**src/rtl/midi_voice_allocator.sv**
```systemverilog
// Purpose: assigns MIDI note-on/off events to a fixed pool of synth voices (match, free, then steal oldest).
// Latency: outputs update NUM_VOICES+1 edges after the accepting edge (one SCAN cycle per voice plus COMMIT).
// Backpressure: ev_ready is high only in IDLE with panic low; one event is in flight at a time.
module midi_voice_allocator #(
  parameter int NUM_VOICES = 4,
  parameter int AGE_BITS   = 8
) (
  input  logic                    clk,
  input  logic                    reset_n,
  input  logic                    ev_valid,
  output logic                    ev_ready,
  input  logic                    ev_note_on,
  input  logic [6:0]              ev_note,
  input  logic [6:0]              ev_vel,
  input  logic                    panic,
  output logic [NUM_VOICES-1:0]   voice_gate,
  output logic [7*NUM_VOICES-1:0] voice_note,
  output logic [7*NUM_VOICES-1:0] voice_vel,
  output logic [NUM_VOICES-1:0]   voice_trig,
  output logic                    steal
);

  localparam int IDX_W = (NUM_VOICES > 1) ? $clog2(NUM_VOICES) : 1;

  localparam logic [1:0] IDLE   = 2'd0;
  localparam logic [1:0] SCAN   = 2'd1;
  localparam logic [1:0] COMMIT = 2'd2;

  localparam logic [IDX_W-1:0]    LAST_IDX = IDX_W'(NUM_VOICES - 1);
  localparam logic [AGE_BITS-1:0] AGE_MAX  = '1;

  logic [1:0]          state;
  logic [IDX_W-1:0]    idx;

  // Event captured at the handshake; lat_on already folds velocity-0 note-on into note-off.
  logic [6:0]          lat_note;
  logic [6:0]          lat_vel;
  logic                lat_on;

  // Scan candidates, rebuilt for every event.
  logic                match_vld;
  logic [IDX_W-1:0]    match_idx;
  logic                free_vld;
  logic [IDX_W-1:0]    free_idx;
  logic [IDX_W-1:0]    old_idx;
  logic [AGE_BITS-1:0] old_age;

  logic [6:0]          note_r [NUM_VOICES];
  logic [6:0]          vel_r  [NUM_VOICES];
  logic [AGE_BITS-1:0] age_r  [NUM_VOICES];

  logic [IDX_W-1:0]    target;

  assign ev_ready = (state == IDLE) && !panic;

  // Note-on target: an already-held copy of the note, else the lowest free voice, else the oldest.
  always_comb begin
    target = old_idx;
    if (match_vld) begin
      target = match_idx;
    end else if (free_vld) begin
      target = free_idx;
    end
  end

  // Allocation FSM and all per-voice state; panic overrides everything except reset.
  always_ff @(posedge clk or negedge reset_n) begin
    if (!reset_n) begin
      state      <= IDLE;
      idx        <= '0;
      lat_note   <= '0;
      lat_vel    <= '0;
      lat_on     <= 1'b0;
      match_vld  <= 1'b0;
      match_idx  <= '0;
      free_vld   <= 1'b0;
      free_idx   <= '0;
      old_idx    <= '0;
      old_age    <= '0;
      voice_gate <= '0;
      voice_trig <= '0;
      steal      <= 1'b0;
      for (int i = 0; i < NUM_VOICES; i++) begin
        note_r[i] <= '0;
        vel_r[i]  <= '0;
        age_r[i]  <= '0;
      end
    end else begin
      voice_trig <= '0;
      steal      <= 1'b0;
      if (panic) begin
        // Notes and velocities are kept so the envelopes can release cleanly.
        state      <= IDLE;
        voice_gate <= '0;
        for (int i = 0; i < NUM_VOICES; i++) begin
          age_r[i] <= '0;
        end
      end else begin
        case (state)
          IDLE: begin
            if (ev_valid) begin
              lat_note  <= ev_note;
              lat_vel   <= ev_vel;
              lat_on    <= ev_note_on && (ev_vel != 7'd0);
              match_vld <= 1'b0;
              match_idx <= '0;
              free_vld  <= 1'b0;
              free_idx  <= '0;
              old_idx   <= '0;
              old_age   <= '0;
              idx       <= '0;
              state     <= SCAN;
            end
          end
          SCAN: begin
            if (!match_vld && voice_gate[idx] && (note_r[idx] == lat_note)) begin
              match_vld <= 1'b1;
              match_idx <= idx;
            end
            if (!free_vld && !voice_gate[idx]) begin
              free_vld <= 1'b1;
              free_idx <= idx;
            end
            // Strict compare while scanning upward keeps ties on the lowest index.
            if (age_r[idx] > old_age) begin
              old_age <= age_r[idx];
              old_idx <= idx;
            end
            if (idx == LAST_IDX) begin
              state <= COMMIT;
            end else begin
              idx <= idx + IDX_W'(1);
            end
          end
          COMMIT: begin
            state <= IDLE;
            if (lat_on) begin
              voice_gate[target] <= 1'b1;
              note_r[target]     <= lat_note;
              vel_r[target]      <= lat_vel;
              age_r[target]      <= '0;
              voice_trig[target] <= 1'b1;
              steal              <= !match_vld && !free_vld && voice_gate[target];
              for (int i = 0; i < NUM_VOICES; i++) begin
                if ((IDX_W'(i) != target) && (age_r[i] != AGE_MAX)) begin
                  age_r[i] <= age_r[i] + AGE_BITS'(1);
                end
              end
            end else if (match_vld) begin
              voice_gate[match_idx] <= 1'b0;
            end
          end
          default: state <= IDLE;
        endcase
      end
    end
  end

  // Flatten per-voice note and velocity onto the packed output buses.
  for (genvar g = 0; g < NUM_VOICES; g++) begin : g_pack
    assign voice_note[7*g +: 7] = note_r[g];
    assign voice_vel[7*g +: 7]  = vel_r[g];
  end

endmodule

```
**config.mk**
```make
export PLATFORM = sky130hd
export DESIGN_NAME = midi_voice_allocator
export DESIGN_NICKNAME = d
export VERILOG_FILES = /design/src/rtl/midi_voice_allocator.sv
export SDC_FILE = /design/constraint.sdc
export NUM_CORES = 1
export LEC_CHECK = 0
export CELL_PAD_IN_SITES_DETAIL_PLACEMENT = 1
export CELL_PAD_IN_SITES_GLOBAL_PLACEMENT = 1
export CORE_ASPECT_RATIO = 1.4
export CORE_MARGIN = 10
export CORE_UTILIZATION = 40
export DETAILED_ROUTE_END_ITERATION = 16
export PLACE_DENSITY = 0.83
export SYNTH_ARGS = -nofsm -noshare
export SYNTH_HDL_FRONTEND = slang
export SYNTH_SLANG_ARGS = --single-unit
```
**constraint.sdc**
```tcl
create_clock -name clk -period 4.04 [get_ports clk]
set_input_delay 0.808 -clock clk [delete_from_list [all_inputs] [get_ports clk]]
set_output_delay 0.808 -clock clk [all_outputs]
set_load 0.05 [all_outputs]
```
Yosys cells after proc, flatten, opt, wreduce, memory -nomap -nowiden --
Index checks and enable logic that the tools add are counted.
Storage, ports and cells: bits of input ports 19, bits in read-only memories 0, logic and storage cells 160, output and inout port bits 66, memories 0, bits in latches 0, RAM bits 0, bits in registers 132
Operators by class: eq/ne operators 18, multiply operators 0, shifts and indexed selects 0, divide/modulo/power cells 0, reduce and logical (&&, ||, !) cells 34, add/subtract/negate cells 5, order comparisons 9, muxes and demuxes 60, bitwise gates (word level) 8
Operator list (number):
- two-way mux 32 bit | 3
- two-way mux 8 bit | 9
- bitwise mux 28 bit | 2
- adder 8 x 1 -> 8 bit (second input constant) | 4
- bitwise AND 32 bit | 1
- != test 8 bit (second input constant) | 4
- NOT 32 bit | 1
- two-way mux 4 bit | 7
- two-way mux 7 bit | 3
- two-way mux 2 bit | 10
- one-hot mux 2 bit (2 select lines) | 5
- binary-select mux 8 bit (select 2 bit) | 1
- demux 8 bit (select 2 bit) | 1
- one-hot mux 8 bit (2 select lines) | 1
- AND reduction 4 bit | 4
- binary-select mux 7 bit (select 2 bit) | 1
- demux 7 bit (select 2 bit) | 1
- logical AND 1 bit | 14
- two-way mux 1 bit | 10
- != test 2 bit (second input constant) | 5
- less-than comparator 2 x 3 -> 1 bit (second input constant) | 3
- greater-than comparator 8 bit | 1
- nonzero test 2 bit | 4
- == test 7 bit | 1
- 23 further kinds | 38

Depth between registers and ports, before layout --
Gate-level depths: netlist of the first run.
depth in word-level cells 13, mapped depth 13, mapped depth without buffers 9

Least setup slack after synthesis of the first run --
No wires, ideal clock.
kind input to register, from input panic, to register old_age[4], path buffers 2, data arrival time 2794 ps, required time 3909 ps, cell stages on the path 6, library setup time 131 ps, path slack 1115 ps, cell sequence clkbuf_1 nor3_1 nand2_1 clkbuf_1 nand2_1 mux2i_1
Between the ends: word-level cells in the longest chain between the ends 2
Ends and longest elaborated chain:
- start, declared | RTL line 15 | input logic panic,
- NOT 1 bit (no source line)
- AND reduction 4 bit (no source line)
- end signal, assigned | RTL line 126 | old_age <= age_r[idx];
- end, declared | RTL line 46 | logic [AGE_BITS-1:0] old_age;
Every way passes these cells. A chain may end at the register's enable or synchronous reset.

Worst setup path in the final report of the first run --
from input panic, to output ev_ready
Between the ends: word-level cells in the longest chain between the ends 2
Ends and longest elaborated chain:
- zero test 1 bit | RTL line 54 | assign ev_ready = (state == IDLE) && !panic;
- logical AND 1 bit | RTL line 54
- end, declared | RTL line 11 | output logic ev_ready,
Every way passes these cells.

==> results of run 1 <==
## final cells by class
| type | count | area [um^2] |
|---|---|---|
| clock buffer | 17 | 425 |
| clock inverter | 15 | 154 |
| fill | 1677 | 7650 |
| inverter | 17 | 63.8 |
| multi-input combinational | 407 | 2910 |
| sequential | 132 | 3300 |
| tap | 196 | 245 |
| timing repair buffer | 93 | 918 |
## state kept, by name (all words and copies together), names as in the netlist
signal and count:
age_r 32, free_idx 2, free_vld 1, idx 2
lat_note 7, lat_on 1, lat_vel 7, match_idx 2
match_vld 1, old_age 8, old_idx 2, state 2
steal 1, voice_gate 4, voice_note 28, voice_trig 4
voice_vel 28
## cells in the mapped netlist, types with 6 or more instances
| cell | n |
|---|---|
| a21oi_1 | 36 |
| a31oi_1 | 11 |
| a32o_1 | 6 |
| buf_2 | 10 |
| clkbuf_1 | 11 |
| dfrtp_1 | 132 |
| ha_1 | 13 |
| inv_1 | 17 |
| mux2_2 | 56 |
| mux2i_1 | 16 |
| mux4_2 | 12 |
| nand2_1 | 94 |
| nand3_1 | 12 |
| nand4_1 | 6 |
| nor2_1 | 40 |
| nor3_1 | 8 |
| o21ai_0 | 28 |
| o31ai_1 | 6 |
| xor2_1 | 7 |
## cells in the final DEF (no fill, tap or decap), drive strengths merged, types with 3 or more instances in the layout
cell type,count
clkbuf,17
nor2,41
mux4,15
a32o,6
nor2b,3
and3,4
o21a,4
a21oi,38
clkdlybuf4s50,83
inv,29
a31oi,11
o22a,4
a21o,3
ha,13
a41oi,4
buf,10
mux2i,16
o21ai,31
nand2,94
nand3,12
nand2b,4
nor3,8
or3,3
xnor2,3
o31ai,6
nand4,6
dfrtp,132
mux2,56
xor2,7
## critical path, delay by kind of cell
kind / cells / cell delay [ns]
buf+inv: 2 / 1.28
simple gates: 1 / 0.20
## logic make-up after synthesis
family / share of synthesized area [%]
compound gates: 11.2
xor+xnor: 1.36
fa+ha+maj: 2.53
buf+inv: 3.14
flops: 51.5
mux: 17.8
simple gates: 12.6
## power by group through the flow
stage               clock network [uW]  registers [uW]  logic, uW
floorplan                            0            1570        358
global placement                     0            1540        557
detailed placement                   0            1550        576
CTS                               1540            1530        592
global route                      1590            1550        631
finish                            1520            1530        589
## per-stage QoR
step | hold WS (ns) | setup slack, ns
final | 0.486 | 0.944
after CTS | 0.516 | 0.929
after detailed placement | 0.488 | 0.936
after global routing | 0.528 | 0.707
after floorplan | 0.466 | 1.12
after global placement | 0.487 | 0.926
## routing by layer
layer,share of wire [%],up-vias,track usage [%]
met4,2.6,0,7.00
met5,0,-,0
met2,55,134,37.1
met3,5.8,31,5.47
li1,-,2267,-
met1,36,2642,19.2
## worst max-delay path by stage
stage	start	to	slack (ns)	depth (start not counted)
2_1_floorplan	panic	old_age[4]	1.12	6
3_3_place_gp	panic	ev_ready	0.93	3
3_5_place_dp	panic	ev_ready	0.94	3
4_1_cts	panic	ev_ready	0.93	3
5_1_grt	idx[0]	old_age[6]	0.71	9
6_report	panic	ev_ready	0.94	3
==> impl_results.md, run 1 <==
- Relative slew slack: 31.2%
- Final setup fails: 0
- # DRC: 0
- Clock power frac: 41.8%
- Max Cap Viol: 0
- Post-CTS sizing: 0
- CTS clk-pin slew, worst paths: 0.07 ns
- Worst Tran Pin Value: 1.03 ns
- Area of the mapped netlist: 6420 um^2
- Root Buffer Master: clkbuf_16
- Flop-to-flop setup slack: 0.97 ns
- Reg2reg end: old_age[6]
- Unique cell type count in the Yosys netlist: 49
- Arr. time, crit path: 2.29 ns
- VDD IR max: 0.312 mV
- CP Cell Sequence: clkdlybuf4s50_1, nor3_1, clkdlybuf4s50_1
- DRT Pass-1 Iters: 4
- CTS tree: built
- Via density: 5.79
- CP max-delay cell: clkdlybuf4s50_1
- Combinational fraction of design power: 16.2%
- Largest cells by area after synthesis: dfrtp_1 (51%), mux2_2 (9.8%), nand2_1 (5.5%), mux4_2 (4.2%), a21oi_1 (2.8%)
- Achievable Freq: 0.323 GHz
- Number of synthesized flops with an enable pin: 0
- Largest area contributor in the netlist: dfrtp_1
- Starting Density: 40.9%
- Switch share: 32.5%
- Worst reg2reg path depth: 9
- Worst-skew pair later-pin latency: 0.43 ns
- Kind of critical path: input port to primary output
- Critical path peak fanout: 2
- Period minus WS final: 3.10 ns
- Cell row count: 54
- Finished Core Util: 51.2%
- Routed length per instance: 23.5 um
- Via count: 5074
- RSZ-0062 raised after global routing: false
- Power density over the cells: 454 nW/um^2
- Postcts setup bufs: 0
- Crit path top cell by count: clkdlybuf4s50_1
- Synth Instances: 582
- Mapped Avg Cell Area: 11.0 um^2
- Total congestion overflow: 0
- CP Launch Type: input port
- Fin crit share: 76.6%
- Vias in the first global route: 5678
- Number of diodes: 0
- Pin count of the biggest net entering global routing: 69
- Post-route antenna net violation count: 0
- Main synth FF type: dfrtp_1
- Die height: 170 um
- Final Net Count: 700
- Initial drt markers: 225
- Hold Buf Count CTS: 0
- Die area: 21600 um^2
- Die Span X: 127 um
- I/O Pins: 85
- Clock Tree Buf Depth: 2
- Sequential area share after synthesis: 51.5%
- Final Skew: 0.0212 ns
- Hold Path Class: input port to asynchronous set/reset pin
- Warnings from Yosys: 0
- Post-Route WL: 20600 um
- Share of layout cells above drive strength 1: 17.8%
- Internal: 2460 uW
- P_leak: 0.00361 uW
- Synth Register Bits: 132
- Core footprint: 15700 um^2
- Asr flop ratio synth: 100%
- Total track usage: 19.4%
- Gp weighted congestion: 0.829
- CTS Buf Count: 17
- Net switching power: 1180 uW
- CTS Sinks: 132
- Fin area: 8020 um^2
- Post-place instance area: 7440 um^2
- H-tree depth: 4
- Setup crit end kind: primary output
- Run status: completed
- CP max stage delay: 0.85 ns
- Post-synth top area share: 51.5%
- Final hold vios: 0
- Cell total after placement: 845
- Setup_tns: 0 ns
- Req. time, crit path: 3.23 ns
- Port Buffers: 84
- Post-route insts no fill: 877
- Syn nets: 614
- Slew Limit Fails: 0
- Global-route wire length before repair: 33100 um
- Post-DP HPWL: 13800 um
- Initial antenna violation count: 0
- Total power: 3640 uW
- R2r startpoint: idx[0]
- Reg power frac: 42.0%
- Layout Area Growth over Synthesis: 25.0%
No activity file was read; power rests on OpenSTA's default activity.
==> run 2, diff against run 1 <==
--- a/config.mk
+++ b/config.mk
@@ -11,7 +11,7 @@
 export CORE_MARGIN = 10
 export CORE_UTILIZATION = 40
 export DETAILED_ROUTE_END_ITERATION = 16
-export PLACE_DENSITY = 0.83
+export PLACE_DENSITY = 0.86
 export SYNTH_ARGS = -nofsm -noshare
 export SYNTH_HDL_FRONTEND = slang
 export SYNTH_SLANG_ARGS = --single-unit
==> constraint.sdc (replaced) <==
create_clock -name clk -period 2.5 [get_ports clk]
set_input_delay 0.5 -clock clk [delete_from_list [all_inputs] [get_ports clk]]
set_output_delay 0.5 -clock clk [all_outputs]
set_load 0.05 [all_outputs]
==> run 2 against run 1 <==
Against the previous run: the flow now finishes with violations (negative setup slack); critical endpoint is now old_idx[0]; sequential power grew 61%; register-to-register slack worse by 1.2 ns; via count rose by 5.7%; flip-flop and latch count unchanged; largest cell class unchanged; non-clock buffer count rose by 26; critical path type is now register to register; die area unchanged; clock skew decreased by 0.012 ns; highest routed layer unchanged.
==> impl_results.md, run 2 (same netlist as run 1, synthesis figures left out) <==
- Root Buffer Master: clkbuf_16
- # DRC: 0
- I/O Pins: 85
- Worst Tran Pin Value: 0.822 ns
- CTS Buf Count: 17
- Post-DP HPWL: 15100 um
- Routed wl met2: 12200 um
- Setup_tns: -1.89 ns
- Register Area: 3310 um^2
- Number of diodes: 0
- Power density over the cells: 729 nW/um^2
- Post-route insts no fill: 903
- Layout Area Growth over Synthesis: 31.6%
- Run status: finished, violations left
- Number of flip-flops in the largest register: 32
- Die height: 170 um
- Total track usage: 21.4%
- Via count: 5361
- Post-route antenna net violation count: 0
- Routed length on met1: 8070 um
- Achievable Freq: 0.368 GHz
- H-tree depth: 4
- Area of the multi-input gates: 3010 um^2
- DRT Pass-1 Iters: 5
- Largest Register: age_r
- Period minus WS final: 2.72 ns
- Pin count of the biggest net entering global routing: 48
- Worst-skew pair later-pin latency: 0.43 ns
- Most frequent cells in the layout: dfrtp_1 (130), nand2_1 (94), clkdlybuf4s50_1 (82)
- Die Span X: 127 um
- Core footprint: 15700 um^2
- CTS tree: built
- Failing checks: negative setup slack
- VDD IR max: 0.543 mV
- Met3 routed WL: 1820 um
- Initial drt markers: 285
- Req. time, crit path: 2.84 ns
- Share of layout cells above drive strength 1: 22.9%
- Vias in the first global route: 6159
- CP Launch Type: register
- RSZ-0062 raised after global routing: true
- Most common cell after layout, fill and taps aside: dfrtp_1
- Fin crit share: 109%
- Relative slew slack: 44.6%
- Final setup fails: 10
- Arr. time, crit path: 3.06 ns
- Global-route wire length before repair: 36300 um
- Pre-CTS setup slack: -0.133 ns
- Routed length per instance: 25.6 um
- Max Cap Viol: 0
- Port Buffers: 84
- Finished Core Util: 53.9%
- Highest metal layer with signal wires: met4
- Critical path peak fanout: 5
- Fillers: 1657
- Final Net Count: 726
- Final Skew: 0.00925 ns
- Worst Slack Setup Final: -0.218 ns
- Via density: 5.94
- Gp weighted congestion: 0.846
- Initial antenna violation count: 0
- Cell row count: 54
- Kind of critical path: register to register
- Final hold vios: 0
- P_leak: 0.00378 uW
- Post-Route WL: 23100 um
- Cell total after placement: 864
- CTS Sinks: 132
- CTS clk-pin slew, worst paths: 0.06 ns
- Setup crit end kind: register
- Clock Tree Buf Depth: 2
- Total congestion overflow: 0
- Die area: 21600 um^2
- Slew Limit Fails: 0
- Hold Path Class: input port to asynchronous set/reset pin
- Starting Density: 40.9%
## run 2: cell count changes in the layout (fill, tap and decap cells not counted), sizes merged
| cell | change |
|---|---|
| inv | -9 |
| buf | +27 |
| clkinvlp | +2 |
| clkbuf | +2 |
| bufinv | +2 |
| clkdlybuf4s50 | -1 |
| clkinv | +3 |
## run 2: what timing repair did
item                       4_1_cts  5_1_grt
hold buffers                     0        0
setup buffers                    1        5
setup endpoints to repair       13       13
gates cloned                     1        0
hold endpoints to repair         0        0
resized for setup               12       11
pin swaps                        6        7
## run 2: worst paths after layout
check	endpoint	from	cells past startpoint	slack, ns
setup reg to reg	old_idx[0]	age_r[17]	9	-0.22
max in group asynchronous	idx[0]	reset_n	2	1.72
hold reg to reg	free_idx[0]	free_idx[0]	1	0.51
min in group clk	free_idx[0]	free_idx[0]	1	0.51
hold / removal	age_r[20]	reset_n	1	0.08
setup / recovery	old_idx[0]	age_r[17]	9	-0.22
## run 2: layout make-up
type / count / share of cell area [%]
Sequential cell: 132 / 39.1
Multi-Input combinational cell: 407 / 35.6
Timing Repair Buffer: 119 / 14.6
Clock buffer: 19 / 5.25
Tap cell: 196 / 2.90
Clock inverter: 13 / 1.76
Inverter: 17 / 0.756
## run 2: stage by stage
step           cell area, um^2  power (uW)  hold WS [ns]
2_1_floorplan             6460        3130         0.204
3_3_place_gp              7700        3440         0.479
3_5_place_dp              7700        3500         0.494
4_1_cts                   8370        6100        0.0895
5_1_grt                   8440        6370         0.117
6_report                  8440        6150        0.0760
## run 2: critical path, stage by stage, from the launching register on
cell	delay [ns]
dfrtp_1	0.45
mux4_2	0.53
ha_4	0.30
nor2b_2	0.12
o21a_1	0.19
o21a_4	0.18
o21ai_4	0.08
a221oi_4	0.36
buf_6	0.19
mux2i_1	0.22
## run 2: layer usage
layer,vias to the layer above,global-route usage [%]
met3,67,7.80
met5,-,0
met2,228,38.4
met1,2755,21.3
met4,0,10.7
li1,2311,-
## run 2: power by group
group | switching, uW | leakage, uW | total [uW] | internal [uW]
registers | 195 | 0.00181 | 2460 | 2260
clock network | 1030 | 0.000281 | 2530 | 1510
logic | 650 | 0.00169 | 1160 | 508
total | 1870 | 0.00378 | 6150 | 4280
